$ cat src/rtl/priv_1_12_arb_pkg.sv
// Shared types for the CSR port arbiter: CSR op encoding, arbiter FSM states
// and the op-to-strobe decode used to drive the CSR file.
package priv_1_12_arb_pkg;

  localparam int CSR_ADDR_W = 12;

  typedef enum logic [1:0] {
    RO    = 2'b00,
    SWAP  = 2'b01,
    SET   = 2'b10,
    CLEAR = 2'b11
  } csr_op_t;

  typedef enum logic {
    ARB  = 1'b0,
    RESP = 1'b1
  } arb_state_t;

  typedef struct packed {
    logic write;
    logic set;
    logic clear;
    logic read_only;
  } csr_strobe_t;

  function automatic csr_strobe_t op_to_strobe(input csr_op_t op);
    csr_strobe_t s;
    s = '0;
    case (op)
      RO:      s.read_only = 1'b1;
      SWAP:    s.write     = 1'b1;
      SET:     s.set       = 1'b1;
      CLEAR:   s.clear     = 1'b1;
      default: s = '0;
    endcase
    return s;
  endfunction

endpackage

$ cat src/rtl/priv_1_12_csr_arbiter.sv
// Shares the CSR read-modify-write port between the pipeline (priority) and a
// debug port with starvation protection and a one-entry debug response buffer.
module priv_1_12_csr_arbiter
  import priv_1_12_arb_pkg::*;
#(
  parameter int STARVE_LIMIT = 4,
  parameter int DATA_W       = 32
) (
  input  logic                  CLK,
  input  logic                  RST,
  input  logic                  pipe_req,
  input  logic [CSR_ADDR_W-1:0] pipe_addr,
  input  csr_op_t               pipe_op,
  input  logic [DATA_W-1:0]     pipe_wdata,
  output logic                  pipe_gnt,
  output logic                  pipe_stall,
  output logic [DATA_W-1:0]     pipe_rdata,
  output logic                  pipe_invalid,
  input  logic                  dbg_req,
  input  logic [CSR_ADDR_W-1:0] dbg_addr,
  input  csr_op_t               dbg_op,
  input  logic [DATA_W-1:0]     dbg_wdata,
  output logic                  dbg_gnt,
  output logic                  dbg_rvalid,
  output logic [DATA_W-1:0]     dbg_rdata,
  output logic                  dbg_rerr,
  input  logic                  dbg_rready,
  output logic [CSR_ADDR_W-1:0] csr_addr,
  output logic                  csr_write,
  output logic                  csr_set,
  output logic                  csr_clear,
  output logic                  csr_read_only,
  output logic [DATA_W-1:0]     csr_wdata,
  input  logic [DATA_W-1:0]     csr_rdata,
  input  logic                  csr_invalid
);

  localparam logic [3:0] LIMIT = 4'(STARVE_LIMIT);

  arb_state_t  state, state_next;
  logic [3:0]  starve_cnt, starve_next;
  logic        dbg_ok, force_gnt;
  csr_strobe_t strobe;

  // Grants are masked during reset so no strobe reaches the CSR file then.
  assign dbg_ok     = dbg_req & (state == ARB) & ~RST;
  assign force_gnt  = dbg_ok & (starve_cnt == LIMIT);
  assign dbg_gnt    = dbg_ok & (~pipe_req | force_gnt);
  assign pipe_gnt   = pipe_req & ~dbg_gnt & ~RST;
  assign pipe_stall = pipe_req & ~pipe_gnt;

  assign pipe_rdata   = csr_rdata;
  assign pipe_invalid = csr_invalid;
  assign dbg_rvalid   = (state == RESP);

  always_comb begin
    strobe    = '0;
    csr_addr  = '0;
    csr_wdata = '0;
    if (dbg_gnt) begin
      strobe    = op_to_strobe(dbg_op);
      csr_addr  = dbg_addr;
      csr_wdata = dbg_wdata;
    end else if (pipe_gnt) begin
      strobe    = op_to_strobe(pipe_op);
      csr_addr  = pipe_addr;
      csr_wdata = pipe_wdata;
    end
  end

  assign csr_write     = strobe.write;
  assign csr_set       = strobe.set;
  assign csr_clear     = strobe.clear;
  assign csr_read_only = strobe.read_only;

  always_comb begin
    state_next  = state;
    starve_next = starve_cnt;
    case (state)
      ARB:     if (dbg_gnt) state_next = RESP;
      RESP:    if (dbg_rready) state_next = ARB;
      default: state_next = ARB;
    endcase
    if (dbg_gnt || !dbg_req) begin
      starve_next = '0;
    end else if (dbg_ok && pipe_gnt && starve_cnt != LIMIT) begin
      starve_next = starve_cnt + 4'd1;
    end
  end

  always_ff @(posedge CLK or posedge RST) begin
    if (RST) begin
      state      <= ARB;
      starve_cnt <= '0;
      dbg_rdata  <= '0;
      dbg_rerr   <= 1'b0;
    end else begin
      state      <= state_next;
      starve_cnt <= starve_next;
      if (dbg_gnt) begin
        dbg_rdata <= csr_rdata;
        dbg_rerr  <= csr_invalid;
      end
    end
  end

endmodule
$ cat config.mk
export PLATFORM = sky130hd
export DESIGN_NAME = priv_1_12_csr_arbiter
export DESIGN_NICKNAME = d
export VERILOG_FILES = /design/src/rtl/priv_1_12_arb_pkg.sv /design/src/rtl/priv_1_12_csr_arbiter.sv
export SDC_FILE = /design/constraint.sdc
export NUM_CORES = 1
export LEC_CHECK = 0
export BUFFER_PORTS_ARGS = -buffer_cell sky130_fd_sc_hd__buf_4
export CAP_MARGIN = 20
export CELL_PAD_IN_SITES_DETAIL_PLACEMENT = 1
export CELL_PAD_IN_SITES_GLOBAL_PLACEMENT = 1
export CORE_ASPECT_RATIO = 0.5
export CORE_UTILIZATION = 24
export DETAILED_ROUTE_END_ITERATION = 7
export GPL_TIMING_DRIVEN = 0
export MAX_ROUTING_LAYER = met4
export PLACE_DENSITY = 0.88
export RECOVER_POWER = 50
export SETUP_SLACK_MARGIN = 0.05
export SKIP_LAST_GASP = 1
export SYNTH_ARGS = -nofsm -noshare
export SYNTH_HDL_FRONTEND = slang
export SYNTH_SLANG_ARGS = --single-unit
export TNS_END_PERCENT = 20
$ cat constraint.sdc
create_clock -name CLK -period 2.2 [get_ports CLK]
set_input_delay 0.11 -clock CLK [delete_from_list [all_inputs] [get_ports CLK]]
set_output_delay 0.11 -clock CLK [all_outputs]
set_load 0.02 [all_outputs]
==> impl_metrics.env <==
export IMPL_hpwl_um=8850
export IMPL_first_iter_violations=138
export IMPL_worstPathRequired_ns=2.09
export IMPL_crit_arrival_ns=1.99
export IMPL_synth_top_cell_area_share=0.404
export IMPL_synthCells=207
export IMPL_cts_root_buf="clkbuf_16"
export IMPL_io_buffers=246
export IMPL_finalCriticalPeriod_ns=2.10
export IMPL_stdcell_count=604
export IMPL_antenna_cells=0
export IMPL_outcome="finished, violations left"
export IMPL_vias_per_cell=4.38
export IMPL_antenna_found_initial=0
export IMPL_ys_ff_latch=38
export IMPL_period_share=0.953
export IMPL_totalWireLength_um=10600
export IMPL_rrSetupSlack_ns=0.30
export IMPL_grt_max_degree=39
export IMPL_wl_per_cell_um=17.5
export IMPL_cts_made_buffers=5
export IMPL_final_layout_size_suffix_gt1_frac=0.571
export IMPL_grt_pass1_wl_um=14900
export IMPL_path_class="reg2out"
export IMPL_grt_ovfl_total=0
export IMPL_dr_total_vias=2645
export IMPL_peakVddDrop_mv=0.423
export IMPL_worstMarginPinSlew_ns=1.47
export IMPL_htree_num_levels=2
export IMPL_clock_skew_ns=0.00759
export IMPL_place_area_mm2=0.00437
export IMPL_coreArea_mm2=0.00948
export IMPL_first_pass_iters=4
export IMPL_ctsHoldBuffers=0
export IMPL_synthTopCellsByArea="dfrtp_1, a22o_1, buf_4, mux2_1, mux2_2"
export IMPL_finalMaxSlewViolations=0
export IMPL_finalSetupViolCount=0
export IMPL_syn_avg_cell_area_um2=11.4
export IMPL_power_density_mw_per_mm2=638
export IMPL_track_usage=0.202
export IMPL_cp_start_kind="flop"
export IMPL_reg2reg_depth=6
export IMPL_dp_cells=588
export IMPL_timing_final_ws_setup_ns=0.103
export IMPL_critPathCaptureType="primary output"
export IMPL_die_h_um=72.1
export IMPL_critical_path_max_fanout=10
export IMPL_pre_cts_ws_ns=0.0134
export IMPL_relSlewSlack=0.0163
export IMPL_rr_startpoint="dbg_rvalid"
export IMPL_cts_num_sinks=38
export IMPL_antenna_left=0
export IMPL_postLayoutCellArea_mm2=0.00443
export IMPL_clkTransAtPathRegs_ns=0.06
export IMPL_syn2layout_area_growth_pct=87.8
export IMPL_failed_checks="max-capacitance violations"
export IMPL_die_w_um=142
export IMPL_fmax_mhz=477
export IMPL_setup_tns_final_ns=0
export IMPL_gp_congestion=0.778
export IMPL_drv_cap=1
export IMPL_total_power_w=0.00282
export IMPL_syn_num_nets=339
export IMPL_fp_row_count=25
export IMPL_start_util=0.249
export IMPL_dieArea_mm2=0.0102
export IMPL_ys_types=30
export IMPL_pin_count=248
export IMPL_fin_nets=600
export IMPL_crit_path_start="dbg_rvalid"
export IMPL_hold_path_class="in2reg"
export IMPL_finalHoldViolations=0
export IMPL_rsz0062_at_grt="yes"
export IMPL_rr_endpoint="dbg_rdata[19]"
export IMPL_drc=0
export IMPL_syn_area_mm2=0.00236
export IMPL_cts_tree="done"
export IMPL_endpoint="csr_wdata[3]"
export IMPL_yosysWarnings=0
export IMPL_grt_pass1_vias=2613
export IMPL_clockBufferDepth=2
export IMPL_synth_top_area_cell="dfrtp_1"
export IMPL_clock_latency_ns=0.28
export IMPL_yosysSeqAreaShare=0.404
export IMPL_leakagePower_nw=2.25
-- worst min-delay path by stage --
stage          depth (start not counted)            end          start  slack (ns)
6_report                               2  dbg_rdata[17]  csr_rdata[17]        0.06
4_1_cts                                2  dbg_rdata[17]  csr_rdata[17]        0.05
3_3_place_gp                           2  dbg_rdata[15]  csr_rdata[15]        0.34
3_5_place_dp                           2  dbg_rdata[17]  csr_rdata[17]        0.34
5_1_grt                                2  dbg_rdata[17]  csr_rdata[17]        0.05
2_1_floorplan                          1  dbg_rdata[10]  csr_rdata[10]        0.24
-- synthesized netlist by cell type --
master and count:
buf_4 40, inv_1 7, o31ai_1 2, nor3b_1 1, nand3_1 3, nor2b_1 4, or4b_2 1, ha_1 2
o22ai_1 2, nor2_1 1, dfrtp_1 38, nand3b_1 1, mux2_1 20, and3b_1 1, or3b_4 1, nand2b_1 2
a32o_1 4, o211a_1 1, a22o_1 44, buf_6 3, buf_2 2, a31oi_1 1, nand2_1 4, clkbuf_1 3
a21o_1 1, a41oi_1 1, mux2_2 13, and2_1 1, a21oi_2 1, a21oi_1 2
-- repair_timing --
| action | in CTS | in global routing |
|---|---|---|
| gates resized for setup | 10 | 5 |
| setup buffers | 2 | 7 |
| pin swaps | 1 | 1 |
| endpoints found under the setup margin | 49 | 49 |
-- per-layer routing --
layer  global-route usage  vias to the layer above  part of all wire
li1                     -                     1260                 -
met1                0.248                     1338              0.41
met2                0.353                       39              0.56
met3               0.0271                        8             0.020
met4               0.0514                        0            0.0098
met5                    -                        -                 0
-- stage by stage --
step / hold slack (ns) / utilization
2_1_floorplan: 0.245 / -
3_3_place_gp: 0.339 / 0.461
3_5_place_dp: 0.341 / 0.461
4_1_cts: 0.0521 / 0.483
5_1_grt: 0.0533 / 0.467
6_report: 0.0582 / 0.467
-- layout make-up --
cell class | count | area, µm²
Clock inverter | 3 | 40.0
Multi-Input combinational cell | 114 | 1030
Sequential cell | 38 | 952
Clock buffer | 5 | 125
Tap cell | 135 | 169
Buffer | 47 | 377
Inverter | 7 | 26.3
Fill cell | 1124 | 5050
Timing Repair Buffer | 255 | 1700
-- state kept, by name, indices dropped and copies added, names as in the netlist --
signal      flops
starve_cnt      4
dbg_rdata      32
dbg_rvalid      1
dbg_rerr        1
-- cells in the final DEF, fill, tap and decap left out --
cell type	instances
clkinv_2	2
nand2b_1	2
a21oi_2	1
and2_1	1
o31ai_1	2
dfrtp_1	37
o211a_1	1
mux2_1	20
buf_4	233
a31oi_1	1
inv_1	7
buf_6	7
dfrtp_2	1
o22ai_1	2
a22o_1	44
or4b_2	1
and3b_1	1
nor3b_1	1
a41oi_1	1
nor2b_1	4
a21oi_4	1
nand3b_1	1
nand2_1	4
a32o_1	4
mux2_2	13
ha_1	2
buf_2	1
nor2_1	1
a21oi_1	1
a21o_1	1
or3b_4	1
nand3_1	3
bufinv_16	1
clkbuf_16	5
buf_12	1
clkbuf_1	60
-- cells by family after synthesis --
logic type,synth area share
compound gates,0.214
buf+inv,0.162
flops,0.404
mux,0.158
simple gates,0.0520
fa+ha+maj,0.0106
-- power breakdown --
| part | switching [W] | internal, W | leakage (nW) | total (W) |
|---|---|---|---|---|
| Clock | 0.000274 | 0.000530 | 0.0836 | 0.000804 |
| Combinational | 0.000596 | 0.000505 | 1.71 | 0.00110 |
| Sequential | 0.0000742 | 0.000844 | 0.458 | 0.000919 |
| Total | 0.000944 | 0.00188 | 2.25 | 0.00282 |
-- worst max-delay path, stage by stage, from the launching register on --
cell and delay (ns):
dfrtp_2 0.44, or3b_4 0.42, a21oi_2 0.15, buf_6 0.16, buf_6 0.16, a22o_1 0.21, buf_4 0.17
Power figures use the tool's default switching activity.
